==> config.mk <==
export PLATFORM = sky130hd
export DESIGN_NAME = msg_arbiter
export DESIGN_NICKNAME = d
export VERILOG_FILES = /design/src/rtl/msg_arbiter_pkg.sv /design/src/rtl/msg_arbiter_rr_pick.sv /design/src/rtl/msg_arbiter.sv
export SDC_FILE = /design/constraint.sdc
export NUM_CORES = 1
export LEC_CHECK = 0
export ABC_AREA = 1
export CORE_UTILIZATION = 24
export DETAILED_ROUTE_END_ITERATION = 10
export HOLD_SLACK_MARGIN = 0.1
export PLACE_DENSITY = 0.47
export SYNTH_ARGS = -nofsm -noshare
export SYNTH_HDL_FRONTEND = slang
export SYNTH_HIERARCHICAL = 1
export SYNTH_SLANG_ARGS = --single-unit
export TNS_END_PERCENT = 30
==> constraint.sdc <==
create_clock -name clk -period 8.9 [get_ports clk]
set_clock_uncertainty 0.2 [all_clocks]
set_input_delay 2.225 -clock clk [delete_from_list [all_inputs] [get_ports clk]]
set_output_delay 2.225 -clock clk [all_outputs]
set_load 0.005 [all_outputs]
==> src/rtl/msg_arbiter_pkg.sv <==
// Shared definitions for the message arbiter: FSM state constants,
// default message width and the frame/gap counter sizing helper.
package msg_arbiter_pkg;

    typedef logic [1:0] state_t;

    localparam state_t ST_IDLE = 2'd0;
    localparam state_t ST_SEND = 2'd1;
    localparam state_t ST_GAP  = 2'd2;

    localparam int DEF_MSG_W = 5;

    // Counter must reach max(frame, gap) - 1; never narrower than one bit.
    function automatic int cnt_width(input int frame_cycles, input int gap_cycles);
        int m;
        m = (frame_cycles > gap_cycles) ? frame_cycles : gap_cycles;
        return (m > 1) ? $clog2(m) : 1;
    endfunction

endpackage

==> src/rtl/msg_arbiter_rr_pick.sv <==
// Combinational round-robin picker. The request vector is doubled and
// read starting just after the previous grantee, so the lowest set bit
// of the rotated view is the next requester in circular order.
module rr_pick
    import msg_arbiter_pkg::*;
#(
    parameter int N_REQ = 4,
    parameter int ID_W  = $clog2(N_REQ)
) (
    input  logic [N_REQ-1:0] req,
    input  logic [ID_W-1:0]  last_grant,
    output logic             valid,
    output logic [ID_W-1:0]  win
);

    logic [2*N_REQ-1:0] dbl_s;
    logic [N_REQ-1:0]   rot_s;
    logic [ID_W:0]      start_s;
    logic [ID_W:0]      sum_s;
    logic [ID_W-1:0]    off_s;

    // Rotate the request vector so the search begins after the last grantee.
    always_comb begin
        dbl_s = {req, req};
        if ({1'b0, last_grant} >= (ID_W+1)'(N_REQ - 1)) begin
            start_s = '0;
        end else begin
            start_s = {1'b0, last_grant} + (ID_W+1)'(1);
        end
        rot_s = '0;
        for (int i = 0; i < N_REQ; i++) begin
            rot_s[i] = dbl_s[int'(start_s) + i];
        end
    end

    // Priority search for the lowest set bit, then map back to an index.
    always_comb begin
        valid = |req;
        off_s = '0;
        for (int i = N_REQ - 1; i >= 0; i--) begin
            if (rot_s[i]) begin
                off_s = ID_W'(i);
            end else begin
                off_s = off_s;
            end
        end
        sum_s = start_s + {1'b0, off_s};
        if (sum_s >= (ID_W+1)'(N_REQ)) begin
            win = ID_W'(sum_s - (ID_W+1)'(N_REQ));
        end else begin
            win = sum_s[ID_W-1:0];
        end
    end

endmodule

==> src/rtl/msg_arbiter.sv <==
// Round-robin controller sharing one serializer among N_REQ requesters.
// Each grant drives send/msg for exactly FRAME_CYCLES cycles, followed by
// GAP_CYCLES idle cycles before the next arbitration. All outputs are
// registered; requests and messages are only looked at in IDLE.
module msg_arbiter
    import msg_arbiter_pkg::*;
#(
    parameter int N_REQ        = 4,
    parameter int MSG_W        = DEF_MSG_W,
    parameter int FRAME_CYCLES = 16,
    parameter int GAP_CYCLES   = 2,
    parameter int ID_W         = $clog2(N_REQ)
) (
    input  logic                   clk,
    input  logic                   rst,
    input  logic [N_REQ-1:0]       req,
    input  logic [N_REQ*MSG_W-1:0] msg_in,
    output logic [N_REQ-1:0]       ack,
    output logic [N_REQ-1:0]       done,
    output logic                   sp_send,
    output logic [MSG_W-1:0]       sp_msg,
    output logic                   busy,
    output logic [ID_W-1:0]        cur_id
);

    localparam int CNT_W = cnt_width(FRAME_CYCLES, GAP_CYCLES);
    localparam logic [CNT_W-1:0] FRAME_LAST = CNT_W'(FRAME_CYCLES - 1);
    localparam logic [CNT_W-1:0] GAP_LAST   = CNT_W'(GAP_CYCLES - 1);
    localparam logic [ID_W-1:0]  GRANT_INIT = ID_W'(N_REQ - 1);

    state_t          state_r;
    state_t          state_s;
    logic [CNT_W-1:0] cnt_r;
    logic [CNT_W-1:0] cnt_s;
    logic [ID_W-1:0]  last_grant_r;
    logic [ID_W-1:0]  last_grant_s;
    logic [N_REQ-1:0] ack_s;
    logic [N_REQ-1:0] done_s;
    logic             send_s;
    logic [MSG_W-1:0] msg_s;
    logic             busy_s;
    logic [ID_W-1:0]  id_s;
    logic             pick_valid_s;
    logic [ID_W-1:0]  pick_win_s;

    rr_pick #(
        .N_REQ (N_REQ),
        .ID_W  (ID_W)
    ) u_pick (
        .req        (req),
        .last_grant (last_grant_r),
        .valid      (pick_valid_s),
        .win        (pick_win_s)
    );

    // Next-state and next-output logic for the IDLE/SEND/GAP sequence.
    always_comb begin
        state_s      = state_r;
        cnt_s        = cnt_r;
        last_grant_s = last_grant_r;
        ack_s        = '0;
        done_s       = '0;
        send_s       = sp_send;
        msg_s        = sp_msg;
        busy_s       = busy;
        id_s         = cur_id;
        case (state_r)
            ST_IDLE: begin
                if (pick_valid_s) begin
                    state_s           = ST_SEND;
                    cnt_s             = '0;
                    last_grant_s      = pick_win_s;
                    id_s              = pick_win_s;
                    ack_s[pick_win_s] = 1'b1;
                    send_s            = 1'b1;
                    msg_s             = msg_in[pick_win_s*MSG_W +: MSG_W];
                    busy_s            = 1'b1;
                end else begin
                    send_s = 1'b0;
                    busy_s = 1'b0;
                end
            end
            ST_SEND: begin
                if (cnt_r == FRAME_LAST) begin
                    done_s[cur_id] = 1'b1;
                    send_s         = 1'b0;
                    cnt_s          = '0;
                    state_s        = ST_GAP;
                end else begin
                    cnt_s = cnt_r + 1'b1;
                end
            end
            ST_GAP: begin
                if (cnt_r == GAP_LAST) begin
                    state_s = ST_IDLE;
                    cnt_s   = '0;
                    busy_s  = 1'b0;
                end else begin
                    cnt_s = cnt_r + 1'b1;
                end
            end
            default: begin
                state_s = ST_IDLE;
                cnt_s   = '0;
                send_s  = 1'b0;
                busy_s  = 1'b0;
            end
        endcase
    end

    // State, counter and output registers; reset aborts any frame at once.
    always_ff @(posedge clk or negedge rst) begin
        if (!rst) begin
            state_r      <= ST_IDLE;
            cnt_r        <= '0;
            last_grant_r <= GRANT_INIT;
            ack          <= '0;
            done         <= '0;
            sp_send      <= 1'b0;
            sp_msg       <= '0;
            busy         <= 1'b0;
            cur_id       <= '0;
        end else begin
            state_r      <= state_s;
            cnt_r        <= cnt_s;
            last_grant_r <= last_grant_s;
            ack          <= ack_s;
            done         <= done_s;
            sp_send      <= send_s;
            sp_msg       <= msg_s;
            busy         <= busy_s;
            cur_id       <= id_s;
        end
    end

endmodule
==> results of run 1 <==
-- layout make-up --
class                      instances  area, um2
fill                             720       4260
inverter                          28        105
timing repair buffer              43        428
multi-input combinational        174        821
clock buffer                       4       45.0
sequential                        25        628
tap                               77       96.3
-- worst max-delay path, stage by stage --
cell	delay, ns
clkdlybuf4s50_1	0.50
inv_1	0.06
o211ai_1	0.16
nand2_1	0.09
a31oi_1	0.14
nor2_1	0.06
ha_1	0.57
inv_2	0.20
nand2_1	0.10
nand2_1	0.05
nand2_1	0.05
nand2_1	0.05
nand2_1	0.05
nand2_1	0.06
-- flip-flops by register name (all words and copies together) (netlist names) --
| name | flops |
|---|---|
| cur_id | 2 |
| sp_msg | 5 |
| state_r | 2 |
| busy | 1 |
| done | 4 |
| sp_send | 1 |
| ack | 4 |
| last_grant_r | 2 |
| cnt_r | 4 |
-- worst paths after layout --
path	end
setup / recovery	sp_msg[1]
hold / removal	last_grant_r[1]
setup reg to reg	sp_msg[1]
hold reg to reg	last_grant_r[1]
max in group asynchronous	last_grant_r[0]
min in group asynchronous	busy
-- where the power goes --
group / switching (uW) / internal (uW)
combinational: 423 / 238
clock: 35.0 / 32.0
sequential: 27.6 / 159
total: 486 / 429
-- logic make-up after synthesis --
family,after synthesis,synth area share (%)
and+or+nand+nor,156,41.2
buffers and inverters,32,9.03
DFF,25,39.4
adders and majority gates,9,7.07
AOI/OAI and AO/OA,8,2.75
xor gates and xnor gates,1,0.550
-- stage by stage --
| stage | setup WS (ns) | hold WS [ns] | area, um2 |
|---|---|---|---|
| after detailed placement | 4.21 | 0.268 | 2080 |
| final | 4.49 | 0.289 | 2120 |
| after CTS | 4.48 | 0.290 | 2120 |
| after floorplan | 5.00 | 0.259 | 1590 |
| after global routing | 4.21 | 0.316 | 2120 |
| after global placement | 4.20 | 0.267 | 2080 |
-- metal layers --
| layer | GRT usage, % | vias to the layer above | routed length (um) |
|---|---|---|---|
| met3 | 1.19 | 2 | 132 |
| met4 | 3.24 | 0 | 27 |
| met2 | 18.0 | 22 | 1600 |
| met5 | 0 | - | 0 |
| li1 | - | 789 | - |
| met1 | 15.3 | 639 | 1890 |
-- cells in the final DEF, fill, tap and decap left out --
cell	Yosys	layout
nor3_1	3	3
nand3_2	1	1
clkbuf_1	0	1
nor2_2	1	1
o21ai_0	4	4
nand3_1	10	10
clkdlybuf4s50_1	0	42
o21ai_1	2	2
nor2_4	1	1
nor2_1	7	7
dfrtp_1	23	23
inv_2	2	2
o211ai_1	1	1
nand4_1	3	3
buf_4	0	1
nand2_2	10	10
clkinv_1	1	1
a31oi_1	1	1
clkbuf_8	0	3
nor4_1	2	2
dfstp_2	2	2
xor2_1	1	1
nand2_1	118	118
inv_1	25	25
ha_1	9	9
==> impl_metrics.tcl, run 1 <==
set metrics [dict create \
    die_y_um 83.5 \
    globalplace.congestion 0.824 \
    drt-wirelength-per-cell_um 10.4 \
    unrepaired_setup_endpoints_after_global_routing "false" \
    io_buffers 42 \
    grt_antenna_before_repair 0 \
    cts_tree "done" \
    syn_to_final_growth_pct 33.3 \
    nets 310 \
    drt-total-wl_um 3660 \
    worst_reg2reg_startpoint "last_grant_r[0]" \
    clock_transition_at_the_registers_of_the_reported_paths_ns 0.09 \
    post-cts-setup-buffer-count 0 \
    whs_path_depth 2 \
    n_antenna_cell 0 \
    r2r_setup_slack_ns 5.68 \
    cell_at_the_root_of_the_clock_tree "clkbuf_8" \
    ys_seq_elements 25 \
    synth_area_leader_cell "dfrtp_1" \
    detailedPlacementHpwl_um 2800 \
    finish_stage_setup_viols 0 \
    globalRoute.totalOverflow 0 \
    design.core.area_mm2 0.00639 \
    arrival_ns 4.38 \
    post-synth-top-area-fraction_pct 36.1 \
    insertion_delay_ns 0.26 \
    crit_required_ns 8.86 \
    cts.sink_count 25 \
    maxSlewHeadroom_pct 68.7 \
    leak_pwr_uw 0.00115 \
    number_of_global_route_vias_before_repair 1412 \
    total_power_uw 915 \
    power.density_mw_per_mm2 431 \
    boundaryPins 43 \
    instances_no_fill 351 \
    dp.cells 347 \
    finalMaxSlewViolations 0 \
    cts-htree-levels 1 \
    number_of_enable_flip_flop_cells_after_synthesis 0 \
    cell_count_after_synthesis 231 \
    run_status "complete, no violations" \
    syn_nets 266 \
    final_critical_period_ns 4.41 \
    post_synth_instance_area_mm2 0.00159 \
    grt_pass1_wl_um 6360 \
    finalCoreUtilization_pct 33.2 \
    synth-async-reset-ratio_pct 100 \
    grt.total_usage_pct 11.0 \
    num_vias 1452 \
    max_clock_freq_ghz 0.227 \
    floorplan.die.width_um 83.5 \
    max-cap-violations 0 \
    post_synth.cell_area_avg_um2 6.90 \
    reg2reg_depth 17 \
    final_hold_viol_count 0 \
    timing.critical_path.fanout_max 14 \
    post-synth-top-count-cell "nand2_1" \
    drt-initial-drc-count 74 \
    synth.area.top_cells "dfrtp_1, nand2_1, ha_1" \
    fin_tns_setup_ns 0 \
    grt_max_degree 26 \
    synthDistinctLibCells 23 \
    setup_cp_type "in2reg" \
    hold_path.startpoint "last_grant_r[1]" \
    ys_top_cells_by_count "nand2_1, inv_1, dfrtp_1" \
    worst_slew_pin_slew_ns 0.470 \
    yosys_most_used_dff "dfrtp_1" \
    tritoncts.num_buffers 3 \
    start_util_pct 24.9 \
    start_kind "primary input" \
    yosys_warnings 6 \
    post_cts_hold_fix_bufs 0 \
    setup.worst_path.start "req[1]" \
    die_area_mm2 0.00697 \
    vias_per_cell 4.14 \
    antenna_left 0 \
    final.period_utilization_pct 49.6 \
    cts-resized-gates 0 \
    std_cell_rows 29 \
    worst_setup_ep_type "register" \
    irDropWorstVdd_uv 194 \
    clock_path_buffers 2 \
    post_route_cells_drive_above_1_share_pct 7.66 \
    drc_errors 0 \
    drt_pre_antenna_iters 4 \
    yosysSeqAreaShare_pct 39.4 \
    hp-class "reg2reg" \
]
(Power assumes the default switching activity.)
==> run 2: changes to the inputs <==
- PLACE_DENSITY: 0.47 -> 0.49
- clock period: 8.9 -> 3.6 ns (I/O delays scaled with it)
==> run 2 against run 1 <==
Compared with the run above:
- final cell count increased by 0.57%
- critical path depth rose by 6
- final area rose by 0.77%
- first-iteration DRC count down 61%
- global-route usage rose by 0.22 points
- hold slack got worse by 0.0015 ns
- clock power rose to 2.5 times the previous value
- combinational power rose to 2.6 times the previous value
- core utilization grew 0.25 points
- sequential share of layout area decreased by 0.22 points
- critical endpoint is now sp_msg[4]
- highest routed layer unchanged
==> impl_metrics.tcl, run 2 (synthesis gave the netlist of run 1 again) <==
set metrics [dict create \
    timing.critical_path.fanout_max 9 \
    io_buffers 42 \
    nets 312 \
    drt-total-wl_um 3680 \
    floorplan.die.width_um 83.5 \
    most-common-layout-cells "nand2_1, clkdlybuf4s50_1, inv_1" \
    leak_pwr_uw 0.00116 \
    syn_to_final_growth_pct 34.3 \
    post_cts_hold_fix_bufs 0 \
    clock_transition_at_the_registers_of_the_reported_paths_ns 0.09 \
    dp.cells 349 \
    grt_max_degree 26 \
    grt_pass1_wl_um 6420 \
    timing.hold.ws_ns 0.287 \
    cts-htree-levels 1 \
    seqCellArea_um2 628 \
    worst_setup_ep_type "register" \
    max_clock_freq_ghz 0.314 \
    setup.worst_path.start "last_grant_r[0]" \
    drt_pre_antenna_iters 4 \
    drt-initial-drc-count 29 \
    irDropWorstVdd_uv 511 \
    reg2reg_depth 20 \
    boundaryPins 43 \
    drc_errors 0 \
    run_status "complete, no violations" \
    multi_input_area_um2 821 \
    worst_reg2reg_startpoint "last_grant_r[0]" \
    globalRoute.totalOverflow 0 \
    post-cts-setup-buffer-count 0 \
    finalMaxSlewViolations 0 \
    number_of_global_route_vias_before_repair 1431 \
    instances_no_fill 353 \
    unrepaired_setup_endpoints_after_global_routing "false" \
    rr_endpoint "sp_msg[4]" \
    num_vias 1479 \
    arrival_ns 3.16 \
    r2r_setup_slack_ns 0.41 \
    post_route_cells_drive_above_1_share_pct 8.70 \
    insertion_delay_ns 0.27 \
    drt-wirelength-per-cell_um 10.4 \
    globalplace.congestion 0.759 \
    worst_slew_pin_slew_ns 0.317 \
    vias_per_cell 4.19 \
    die_area_mm2 0.00697 \
    clock_path_buffers 2 \
    cts_tree "done" \
    power.density_mw_per_mm2 1090 \
    dp_slack_ns 0.232 \
    finish_stage_setup_viols 0 \
    antenna_left 0 \
    fin_tns_setup_ns 0 \
    final.period_utilization_pct 88.6 \
    finalWorstSetupSlack_ns 0.411 \
    cell_at_the_root_of_the_clock_tree "clkbuf_8" \
    hp-class "reg2reg" \
    timing.critical_path.to "sp_msg[4]" \
    start_kind "register" \
    max-cap-violations 0 \
    detailedPlacementHpwl_um 2850 \
    start_util_pct 24.9 \
    layout.filler_cells 689 \
    design.core.area_mm2 0.00639 \
    die_y_um 83.5 \
    tritoncts.num_buffers 3 \
    cts-resized-gates 0 \
    std_cell_rows 29 \
    layout_commonest_cell "nand2_1" \
    setup_cp_type "reg2reg" \
    final_hold_viol_count 0 \
    crit_required_ns 3.57 \
    cts.sink_count 25 \
    grt.total_usage_pct 11.2 \
    maxSlewHeadroom_pct 78.9 \
    total_power_uw 2340 \
    n_antenna_cell 0 \
    largest_reg_flops 5 \
    reg_with_most_ffs "sp_msg" \
    final_critical_period_ns 3.19 \
    grt_antenna_before_repair 0 \
]
-- run 2: changes by cell type in the layout (fill, tap and decap cells not counted), sizes merged --
cell    delta
clkinv     +1
clkbuf     -1
buf        +2
-- run 2: through the flow --
step	utilization (%)	instance area (um2)
finish	33.5	2140
detailed placement	32.8	2090
floorplan	-	1590
global route	33.5	2140
global placement	32.8	2090
CTS	33.5	2140
-- run 2: worst min-delay path by stage --
| stage | slack (ns) | from | cells after the start | endpoint |
|---|---|---|---|---|
| CTS | 0.29 | last_grant_r[1] | 2 | last_grant_r[1] |
| global placement | 0.27 | last_grant_r[1] | 2 | last_grant_r[1] |
| floorplan | 0.26 | last_grant_r[1] | 2 | last_grant_r[1] |
| global route | 0.30 | last_grant_r[1] | 2 | last_grant_r[1] |
| finish | 0.29 | last_grant_r[1] | 2 | last_grant_r[1] |
| detailed placement | 0.27 | sp_msg[4] | 2 | sp_msg[4] |
-- run 2: routing by layer --
layer  routed length, um  up-vias  track usage [%]
met4                  48        0             3.70
li1                    -      791                -
met3                 148        4             1.98
met1                1860      652             14.9
met5                   0        -                0
met2                1630       32             18.5
-- run 2: layout make-up --
type | instances | share of cell area (%)
well taps | 77 | 4.50
clock buffers | 3 | 1.93
inverters | 28 | 4.91
clock inverters | 1 | 0.234
repair buffers | 45 | 20.7
multi-input cells | 174 | 38.4
flip-flops and latches | 25 | 29.4
-- run 2: critical path, cell delays in order, from the launching register on --
cell	delay, ns
dfstp_2	0.64
inv_2	0.07
ha_1	0.39
inv_1	0.12
nand2_1	0.12
nand2_2	0.07
nand2_1	0.07
nand2_2	0.07
a31oi_1	0.14
nor2_1	0.06
ha_1	0.18
xor2_1	0.16
inv_1	0.05
nand3_1	0.07
nand2_1	0.05
inv_1	0.22
inv_1	0.15
nand2_1	0.09
nand2_1	0.05
nand2_1	0.05
nand2_1	0.05
-- run 2: power by group --
| group | total (uW) | internal, uW | switching (uW) |
|---|---|---|---|
| clock | 168 | 77.5 | 90.2 |
| sequential | 465 | 393 | 71.8 |
| combinational | 1710 | 623 | 1080 |
==> run 3: changes to the inputs <==
- HOLD_SLACK_MARGIN: 0.1 -> 0.15
==> results of run 3 <==
Final layout, timing and power as in run 2 (identical DEF).
